`src/rtl/branch_sequencer_if.sv`:
```
// branch_sequencer_if: op/flag inputs and PC/stack status outputs of the branch sequencer.
interface branch_sequencer_if #(
  parameter int ADDR_W    = 8,
  parameter int RAS_DEPTH = 4
);
  localparam int CW = $clog2(RAS_DEPTH + 1);
  logic              stall;
  logic              op_valid;
  logic [1:0]        op;
  logic [2:0]        cond;
  logic [ADDR_W-1:0] target;
  logic [3:0]        stored_flags;
  logic [ADDR_W-1:0] pc;
  logic              flush;
  logic [CW-1:0]     ras_count;
  logic              err_ovf;
  logic              err_udf;
  modport master (
    output stall, op_valid, op, cond, target, stored_flags,
    input  pc, flush, ras_count, err_ovf, err_udf
  );
  modport slave (
    input  stall, op_valid, op, cond, target, stored_flags,
    output pc, flush, ras_count, err_ovf, err_udf
  );
endinterface

```
`src/rtl/branch_sequencer.sv`:
```
// branch_sequencer: PC sequencing, conditional jumps, CALL/RET return stack and one-cycle flush bubble.
module branch_sequencer #(
  parameter int              ADDR_W    = 8,
  parameter int              RAS_DEPTH = 4,
  parameter logic [ADDR_W-1:0] RESET_PC = '0
) (
  input logic clk,
  input logic rst,
  branch_sequencer_if.slave bus
);
  localparam int CW = $clog2(RAS_DEPTH + 1);
  localparam int SW = $clog2(RAS_DEPTH);
  typedef enum logic {RUN, BUBBLE} state_t;
  state_t            state_q, state_d;
  logic [ADDR_W-1:0] pc_q, pc_d, pc_inc;
  logic [CW-1:0]     cnt_q, cnt_d;
  logic              ovf_q, ovf_d, udf_q, udf_d;
  logic              push, cond_ok, full, empty;
  logic [ADDR_W-1:0] ras_q [RAS_DEPTH];
  logic [1:0]        op_eff;
  logic [7:0]        cond_tab;
  logic [SW-1:0]     top;
  assign pc_inc  = pc_q + ADDR_W'(1);
  assign full    = cnt_q == CW'(RAS_DEPTH);
  assign empty   = cnt_q == '0;
  assign top     = SW'(cnt_q - CW'(1));
  assign op_eff  = bus.op_valid ? bus.op : 2'b00;
  // indexed by cond: 7 N, 6 !V, 5 V, 4 !C, 3 C, 2 !Z, 1 Z, 0 always
  assign cond_tab = {bus.stored_flags[3], ~bus.stored_flags[1], bus.stored_flags[1],
                     ~bus.stored_flags[2], bus.stored_flags[2], ~bus.stored_flags[0],
                     bus.stored_flags[0], 1'b1};
  assign cond_ok = cond_tab[bus.cond];
  always_comb begin
    state_d = state_q;
    pc_d    = pc_q;
    cnt_d   = cnt_q;
    ovf_d   = ovf_q;
    udf_d   = udf_q;
    push    = 1'b0;
    if (!bus.stall) begin
      if (state_q == BUBBLE) state_d = RUN;
      else begin
        pc_d = pc_inc;
        case (op_eff)
          2'b01: if (cond_ok) begin
            pc_d    = bus.target;
            state_d = BUBBLE;
          end
          2'b10: begin
            pc_d    = bus.target;
            state_d = BUBBLE;
            push    = !full;
            cnt_d   = full ? cnt_q : cnt_q + CW'(1);
            ovf_d   = ovf_q | full;
          end
          2'b11: if (empty) udf_d = 1'b1;
          else begin
            pc_d    = ras_q[top];
            cnt_d   = cnt_q - CW'(1);
            state_d = BUBBLE;
          end
          default: ;
        endcase
      end
    end
  end
  always_ff @(posedge clk or posedge rst) begin
    if (rst) begin
      state_q <= RUN;
      pc_q    <= RESET_PC;
      cnt_q   <= '0;
      ovf_q   <= 1'b0;
      udf_q   <= 1'b0;
    end else begin
      state_q <= state_d;
      pc_q    <= pc_d;
      cnt_q   <= cnt_d;
      ovf_q   <= ovf_d;
      udf_q   <= udf_d;
    end
  end
  // stack contents need no reset; occupancy alone decides what is valid
  always_ff @(posedge clk) begin
    if (push) ras_q[SW'(cnt_q)] <= pc_inc;
  end
  assign bus.pc        = pc_q;
  assign bus.flush     = state_q == BUBBLE;
  assign bus.ras_count = cnt_q;
  assign bus.err_ovf   = ovf_q;
  assign bus.err_udf   = udf_q;
endmodule

```
`src/flat_wrapper.sv`:
```
// flat-port wrapper written by rule: the top's interface ports become plain ports
module branch_sequencer_flat 
#(
  parameter int              ADDR_W    = 8,
  parameter int              RAS_DEPTH = 4,
  parameter logic [ADDR_W-1:0] RESET_PC = '0
)
  (clk, rst, bus_stall, bus_op_valid, bus_op, bus_cond, bus_target, bus_stored_flags, bus_pc, bus_flush, bus_ras_count, bus_err_ovf, bus_err_udf);
  branch_sequencer_if #(.ADDR_W(ADDR_W), .RAS_DEPTH(RAS_DEPTH)) bus_i ();
  input logic clk;
  input logic rst;
  input wire logic [$bits(bus_i.stall)-1:0] bus_stall;
  input wire logic [$bits(bus_i.op_valid)-1:0] bus_op_valid;
  input wire logic [$bits(bus_i.op)-1:0] bus_op;
  input wire logic [$bits(bus_i.cond)-1:0] bus_cond;
  input wire logic [$bits(bus_i.target)-1:0] bus_target;
  input wire logic [$bits(bus_i.stored_flags)-1:0] bus_stored_flags;
  output wire logic [$bits(bus_i.pc)-1:0] bus_pc;
  output wire logic [$bits(bus_i.flush)-1:0] bus_flush;
  output wire logic [$bits(bus_i.ras_count)-1:0] bus_ras_count;
  output wire logic [$bits(bus_i.err_ovf)-1:0] bus_err_ovf;
  output wire logic [$bits(bus_i.err_udf)-1:0] bus_err_udf;
  assign bus_i.stall = bus_stall;
  assign bus_i.op_valid = bus_op_valid;
  assign bus_i.op = bus_op;
  assign bus_i.cond = bus_cond;
  assign bus_i.target = bus_target;
  assign bus_i.stored_flags = bus_stored_flags;
  assign bus_pc = bus_i.pc;
  assign bus_flush = bus_i.flush;
  assign bus_ras_count = bus_i.ras_count;
  assign bus_err_ovf = bus_i.err_ovf;
  assign bus_err_udf = bus_i.err_udf;
  branch_sequencer #(.ADDR_W(ADDR_W), .RAS_DEPTH(RAS_DEPTH), .RESET_PC(RESET_PC)) u_core (.clk(clk), .rst(rst), .bus(bus_i));
endmodule
```
`config.mk`:
```
export PLATFORM = sky130hd
export DESIGN_NAME = branch_sequencer_flat
export DESIGN_NICKNAME = d
export VERILOG_FILES = /design/src/rtl/branch_sequencer_if.sv /design/src/rtl/branch_sequencer.sv /design/src/flat_wrapper.sv
export SDC_FILE = /design/constraint.sdc
export NUM_CORES = 1
export LEC_CHECK = 0
export CAP_MARGIN = 20
export CORE_AREA = 2 2 56 98
export DETAILED_ROUTE_END_ITERATION = 12
export DIE_AREA = 0 0 58 100
export GPL_TIMING_DRIVEN = 0
export PLACE_DENSITY = 0.7
export SYNTH_ARGS = -nofsm -noshare
export SYNTH_HDL_FRONTEND = slang
export SYNTH_SLANG_ARGS = --single-unit
export TNS_END_PERCENT = 50
```
`constraint.sdc`:
```
create_clock -name clk -period 2.03 [get_ports clk]
set_input_delay 0.3045 -clock clk [delete_from_list [all_inputs] [get_ports clk]]
set_output_delay 0.3045 -clock clk [all_outputs]
set_load 0.01 [all_outputs]
```
==> results.json <==
{
  "io_pins": 35,
  "synth_common_cells": "32 x edfxtp_1, 16 x nand3_1, 14 x dfrtp_1, 14 x nand2_1, 13 x nor2_1",
  "synth_cell_types": 46,
  "hold_viol": 0,
  "core_area_um2": 5080,
  "drt_iter0_drc": 98,
  "rsz0062_at_grt": "true",
  "skew_ns": 0.00587,
  "place_hpwl_um": 3830,
  "insertion_delay_ns": 0.30,
  "num_rows": 35,
  "chipHeight_um": 100,
  "p_per_area_nw_per_um2": 1250,
  "yosys-top-cells-area": "edfxtp_1 41%, dfrtp_1 15%, mux4_2 7.8%, nand3_1 3.4%, ha_1 3.2%",
  "leakagePower_nw": 1.09,
  "synth_top_cell_by_area": "edfxtp_1",
  "die_w_um": 58,
  "tns_ns": -0.0164,
  "drt_first_pass_iters": 4,
  "fin_hold_ws_ns": 0.352,
  "grt_max_degree": 18,
  "placed_area_um2": 2750,
  "drt-total-wl_um": 5200,
  "routedWlPerCell_um": 18.2,
  "r2r-start": "u_core.bus.ras_count[0]",
  "reg2reg_setup_slack_ns": -0.01,
  "cap_violations": 0,
  "cts_tree": "built",
  "status": "complete, but fails checks",
  "ant_nets": 0,
  "final_layout_size_suffix_gt1_share_pct": 17.8,
  "synthFlopType": "edfxtp_1",
  "timing.final.ws_setup_ns": -0.0114,
  "fin_crit_ns": 2.04,
  "critPathMaxFanout": 6,
  "vias_per_cell": 5.86,
  "violations": "negative setup slack",
  "setup_viol": 2,
  "cts.sinks": 46,
  "grt.total_usage_pct": 18.9,
  "n_antenna_cell": 0,
  "cts_root_buffer": "clkbuf_8",
  "slew_violations": 0,
  "grt_pass1_wl_um": 8280,
  "initial_utilization_pct": 45.8,
  "ys_ff_latch": 46,
  "slew_headroom_pct": 61.0,
  "portBuffers": 33,
  "finalCritPeriodShare_pct": 101,
  "ys.warnings.count": 0,
  "ir_drop_uv": 833,
  "hold_path_class": "input pin to asynchronous set/reset pin",
  "remaining_drc_errors": 0,
  "n_fill_cell": 431,
  "endpoint_kind": "register",
  "synth.avg_cell_area_um2": 12.5,
  "synthCells": 186,
  "yosysSeqAreaShare_pct": 56.4,
  "antenna_found_initial": 0,
  "grt_pass1_vias": 1673,
  "synth_edf_count": 32,
  "start_kind": "register",
  "path_class": "register to register",
  "num_vias": 1670,
  "fin_nets": 256,
  "reg2reg_to": "u_core.bus.pc[5]",
  "reg2reg_depth": 9,
  "syn_area_um2": 2320,
  "dieArea_um2": 5800,
  "synth.most_common_cell": "edfxtp_1",
  "cts_buffers": 5,
  "clk_path_buf_depth": 2,
  "syn_nets": 213,
  "syn_to_final_growth_pct": 25.9,
  "worst_pin_slew_ns": 0.585,
  "arrival_ns": 2.21,
  "max_freq_ghz": 0.490,
  "dp.cells": 274,
  "synth_top_area_share_pct": 41.3,
  "h-tree-depth": 2,
  "gp_congestion": 0.824,
  "final_cell_count_no_fill": 285,
  "async_flop_share_pct": 30.4,
  "grt-ovfl-total": 0,
  "required_ns": 2.20,
  "cts_hold_buf": 0,
  "clk_pin_slew_ns": 0.09,
  "pre_cts_ws_ns": -0.727,
  "design_area_um2": 2930
}
layout by cell type, fill, tap and decap left out, types with 6 or more instances in the layout:
| cell type | instances |
|---|---|
| mux4_2 | 8 |
| dfrtp_1 | 14 |
| clkbuf_8 | 6 |
| nor2_1 | 11 |
| a21oi_1 | 8 |
| xnor2_1 | 7 |
| clkdlybuf4s50_1 | 33 |
| nand2_1 | 14 |
| nand3_1 | 16 |
| edfxtp_1 | 32 |
how the worst max path moves through the flow:
stage                            startpoint                      end
floorplan           u_core.bus.ras_count[0]         u_core.bus.pc[5]
finish              u_core.bus.ras_count[0]         u_core.bus.pc[5]
global route                      bus_stall  u_core.bus.ras_count[2]
global placement               bus_op_valid       u_core.ras_q[0][7]
CTS                            bus_op_valid       u_core.ras_q[3][5]
detailed placement             bus_op_valid       u_core.ras_q[0][4]
report_power, final:
| group | switching [mW] | total [mW] | internal (mW) |
|---|---|---|---|
| clock | 0.331 | 0.587 | 0.255 |
| sequential | 0.156 | 1.42 | 1.27 |
| combinational | 0.798 | 1.65 | 0.851 |
| total | 1.29 | 3.66 | 2.37 |
worst max-delay path: stages (launching register included):
cell,delay (ns)
dfrtp_1,0.39
buf_8,0.12
inv_4,0.04
ha_4,0.17
or2b_2,0.20
o21ai_1,0.11
or4_1,0.52
buf_4,0.18
nand3_1,0.06
a41oi_1,0.12
state kept, by name (all words and copies together), names as in the netlist:
signal	flops
u_core.bus.pc	8
u_core.bus.err_udf	1
u_core.bus.ras_count	3
u_core.ras_q	32
u_core.bus.err_ovf	1
u_core.bus.flush	1
logic make-up (layout without fill, tap and decap cells):
kind of cell,Yosys count,in the layout,share of synthesized area (%)
XOR/XNOR,9,9,3.39
adder cells (fa/ha/maj),6,6,3.23
multiplexers,12,12,9.53
AO/OA/AOI/OAI,35,35,10.6
buffers and inverters,14,58,2.80
flip-flops,46,46,56.4
AND/OR/NAND/NOR,64,64,14.0
timing repair:
item	in CTS	in global routing
setup buffers	3	0
gates cloned	0	0
setup endpoints to repair	38	40
endpoints found under the hold margin	0	0
pin swaps	1	0
gates resized for setup	10	7
final cells by class:
cell class	instances	area [um^2]	share of cell area, %
plain buffers	8	65.1	2.22
clock buffers	5	68.8	2.35
clock inverters	3	27.5	0.941
inverters	6	25.0	0.855
multi-input cells	126	1010	34.4
flip-flops and latches	46	1310	44.8
well taps	55	68.8	2.35
repair buffers	36	353	12.1
layer usage:
metal  up-vias  global-route usage [%]  share of wire [%]
li1        791                       -                  -
met1       833                    23.1                 40
met2        40                    33.4                 56
met3         6                    3.09                3.2
met4         0                    6.44                1.4
met5         -                       0                  0
metrics by stage:
stage / utilization (%) / power, mW
2_1_floorplan: - / 2.43
3_3_place_gp: 54.2 / 2.98
3_5_place_dp: 54.2 / 3.00
4_1_cts: 57.1 / 3.67
5_1_grt: 57.6 / 3.88
6_report: 57.6 / 3.66
Power figures use the tool's default switching activity.
==> variant 1, RTL diff (same settings) <==
`RAS_DEPTH` is set to 4 in 3 places; all go to 2.
--- a/src/rtl/branch_sequencer_if.sv
+++ b/src/rtl/branch_sequencer_if.sv
@@ -1,7 +1,7 @@
 // branch_sequencer_if: op/flag inputs and PC/stack status outputs of the branch sequencer.
 interface branch_sequencer_if #(
   parameter int ADDR_W    = 8,
-  parameter int RAS_DEPTH = 4
+  parameter int RAS_DEPTH = 2
 );
   localparam int CW = $clog2(RAS_DEPTH + 1);
   logic              stall;
--- a/src/rtl/branch_sequencer.sv
+++ b/src/rtl/branch_sequencer.sv
@@ -1,7 +1,7 @@
 // branch_sequencer: PC sequencing, conditional jumps, CALL/RET return stack and one-cycle flush bubble.
 module branch_sequencer #(
   parameter int              ADDR_W    = 8,
-  parameter int              RAS_DEPTH = 4,
+  parameter int              RAS_DEPTH = 2,
   parameter logic [ADDR_W-1:0] RESET_PC = '0
 ) (
   input logic clk,
--- a/src/flat_wrapper.sv
+++ b/src/flat_wrapper.sv
@@ -2,7 +2,7 @@
 module branch_sequencer_flat 
 #(
   parameter int              ADDR_W    = 8,
-  parameter int              RAS_DEPTH = 4,
+  parameter int              RAS_DEPTH = 2,
   parameter logic [ADDR_W-1:0] RESET_PC = '0
 )
   (clk, rst, bus_stall, bus_op_valid, bus_op, bus_cond, bus_target, bus_stored_flags, bus_pc, bus_flush, bus_ras_count, bus_err_ovf, bus_err_udf);
Interface: changed (resized bus_ras_count); port bits go from 35 to 34. No check against the original RTL was run, so the function may have changed too.
==> variant 1 against the original RTL <==
The run still ends with setup timing left; highest routed layer unchanged; design area is 20% lower; wire length is 10% lower; critical endpoint is now u_core.ras_q[1][3]; sequential cell count is 17 lower; synthesized area is 22% lower; power is 22% lower; first-iteration DRC count is 40% lower; setup slack better by 0.0026 ns; global-route usage is 1.6 points lower; fmax is 0.13% higher; core utilization is 12 points lower; critical path depth is 4 lower.
==> variant 1: results <==
group,metric,value,unit
critical_path,regToRegStartpoint,"u_core.bus.flush",
global_route,grtUsageMet3,0.02577,
synth,synth.area.top_cells,"edfxtp_1 (26%), dfrtp_1 (18%), mux2i_1 (4.4%)",
sta,fin_skew,0.006764,ns
critical_path,reg2regPathDepth,4,
critical_path,cp_slowest_cell,"nor3_2",
drt,drt-vias-per-instance,5.729,
power,power_frac_comb,0.482,
status,violations,"setup timing",
critical_path,critPathArrivalTime,1.96,ns
synth,synthCells,196,
global_route,grt_max_degree,14,
sta,finalSetupTns,-0.05286,ns
placement,placed_area,0.002195,mm^2
sta,finalSetupViolations,9,
global_route,grt_pass1_wl,7500,um
placement,portBuffers,31,
critical_path,rrSetupSlack,0.04,ns
drt,wl_per_cell,16.08,um
drt,met1_length,1685,um
power,powerClk,0.499,mW
synth,ys_top_cells_by_count,"nand2_1 (18), edfxtp_1 (16), o21ai_0 (15)",
global_route,groute.usage.overall,0.1731,
final_layout,fin_nets,259,
drt,finalWirelength,4679,um
critical_path,cp-startpoint,"bus_stall",
synth,synth_compound_area_frac,0.2226,
placement,place_inst,282,
drt,dr_wl_met2,2666,um
final_layout,largest_reg_flops,16,
global_route,met2_usage,0.3322,
critical_path,endpoint,"u_core.ras_q[1][3]",
global_route,grt_pass1_vias,1623,
synth,netlist-cell-type-count,41,
synth,synth_xor_area_frac,0.02895,
status,status,"finished, violations left",
power,p_comb,1.38,mW
sta,setup_ws,-0.008816,ns
synth,ys_seq_area_frac,0.4438,
synth,synthArstFlopShare,0.4483,
[variant 1: cell types whose count changed after synthesis, moves of 5 or more]
| cell | change |
|---|---|
| o21ai_0 | +11 |
| o22ai_1 | +5 |
| clkbuf_1 | +5 |
| mux4_2 | -8 |
| mux2i_1 | +5 |
| nand3_1 | -5 |
| nor2_1 | -5 |
| edfxtp_1 | -16 |
| nor2b_1 | +6 |
| a21oi_1 | +5 |
[variant 1: repair_timing]
action / CTS / global route
pin swaps: 0 / 1
endpoints found under the setup margin: 27 / 22
resized for setup: 10 / 5
buffers inserted: 0 / 1
hold buffers: 0 / 0
[variant 1: worst register-to-register path, cell delays in order, from the launching register on]
cell      delay, ns
dfrtp_1        0.40
nor2_1         0.13
clkbuf_1       0.38
nand2_1        0.19
nor3_2         0.52
[variant 1: cell type report]
class	instances	area [um^2]
sequential	29	808.3
inverter	7	26.28
tap	55	68.82
buffer	12	53.80
clock inverter	2	8.758
fill	505	2741
multi-input combinational	148	970.9
timing repair buffer	32	319.1
clock buffer	6	82.58
==> variant 2, RTL diff (same settings) <==
Made on the original files. Make the reset (`rst`) synchronous in one clocked block.
--- a/src/rtl/branch_sequencer.sv
+++ b/src/rtl/branch_sequencer.sv
@@ -64,7 +64,7 @@
       end
     end
   end
-  always_ff @(posedge clk or posedge rst) begin
+  always_ff @(posedge clk) begin
     if (rst) begin
       state_q <= RUN;
       pc_q    <= RESET_PC;
Check against the original RTL: differs if rst is asserted again (counterexample within 4 cycles, from zero or initial values and one cycle with rst high); with rst held inactive, the same outputs for 10 cycles.
==> variant 2 against the original RTL <==
Synthesized area rose by 2.7%; sequential share of layout area fell by 2.4 points; wire length rose by 1.0%; critical path depth fell by 4; die area did not move; hold slack improved by 0.095 ns; register-to-register slack improved by 0.09 ns; core utilization rose by 0.20 points; design area rose by 0.34%; setup slack improved by 0.074 ns; sequential cell count did not move; largest cell class unchanged; highest routed layer unchanged.
Power is not compared: it rests on default switching activity, and its combinational part moved more than twofold at a synthesized area within 25%.
==> variant 2: results <==
group,metric,value,unit
status,status,"completed",
synth,synth_xor_area_frac,0.03669,
sta,tightest_slew,0.7591,ns
critical_path,critPathArrivalTime,1.96,ns
critical_path,cp-startpoint,"bus_stall",
worst_hold_path,hold_path_class,"in -> reg",
global_route,grt_pass1_wl,8259,um
critical_path,regToRegStartpoint,"u_core.bus.ras_count[0]",
clock_network,cts_resized,9,
critical_path,endpoint,"u_core.ras_q[2][1]",
sta,finalSetupViolations,0,
drt,first_iter_violations,58,
drt,dr_wl_met2,2790,um
drt,met1_length,2117,um
drt,dr_wl_met3,188,um
drt,wl_per_cell,17.87,um
synth,synth-adder-area-share,0.03145,
critical_path,critPathMaxStageDelay,0.44,ns
synth,netlist-cell-type-count,49,
global_route,grt_pass1_vias,1688,
synth,synth_compound_area_frac,0.1326,
critical_path,reg2regPathDepth,7,
synth,synth_mux_area_frac,0.1059,
critical_path,r2r_end,"u_core.bus.pc[5]",
global_route,use_met1,0.2246,
clock_network,clk_pin_slew,0.10,ns
drt,drt-vias-per-instance,5.765,
global_route,grt_max_degree,18,
placement,gp_congestion,0.8130,
global_route,antenna_found_initial,0,
placement,hpwl,3838,um
synth,synth.area.top_cells,"edfxtp_1 (40%), dfxtp_1 (12%), mux4_1 (7.7%)",
global_route,groute.usage.overall,0.1944,
sta,fin_skew,0.01098,ns
final_layout,final_layout_size_suffix_gt1_frac,0.1339,
critical_path,rrSetupSlack,0.08,ns
synth,ys_top_cells_by_count,"edfxtp_1 (32), nor2_1 (21), dfxtp_1 (14)",
synth,synthArstFlopShare,0,
synth,synth_nets,225,
critical_path,cp_slowest_cell,"clkdlybuf4s50_1",
global_route,grtUsageMet3,0.03093,
placement,portBuffers,32,
global_route,met2_usage,0.3383,
final_layout,filler_cell_count,428,
synth,yosysWarningCount,0,
critical_path,critical_path_peak_fanout,8,
final_layout,fin_nets,265,
synth,ys_seq_area_frac,0.5199,
clock_network,post_cts_buffers,1,
synth,synth_top_area_cell,"edfxtp_1",
[variant 2: area by class of cell]
type / instances / share of cell area
flip-flops and latches: 46 / 0.4239
multi-input cells: 135 / 0.3720
repair buffers: 33 / 0.1159
clock buffers: 5 / 0.02343
well taps: 55 / 0.02343
plain buffers: 8 / 0.02003
inverters: 9 / 0.01150
clock inverters: 3 / 0.009800
[variant 2: where the power goes]
group / switching, mW / internal, mW
Clock: 0.341 / 0.258
Combinational: 0.166 / 0.153
Sequential: 0.0277 / 1.03
[variant 2: through the flow]
step / hold WS [ns] / worst slack [ns] / TNS [ns] / util / std cells
after floorplan: 0.4493 / 0.03398 / 0 / - / 198
after global placement: 0.4523 / -0.7728 / -17.71 / 0.5478 / 285
after detailed placement: 0.4621 / -0.7270 / -17.41 / 0.5478 / 285
after CTS: 0.4427 / 0.04104 / 0 / 0.5766 / 294
after global routing: 0.4619 / -0.04358 / -0.7011 / 0.5781 / 294
final: 0.4463 / 0.06216 / 0 / 0.5781 / 294
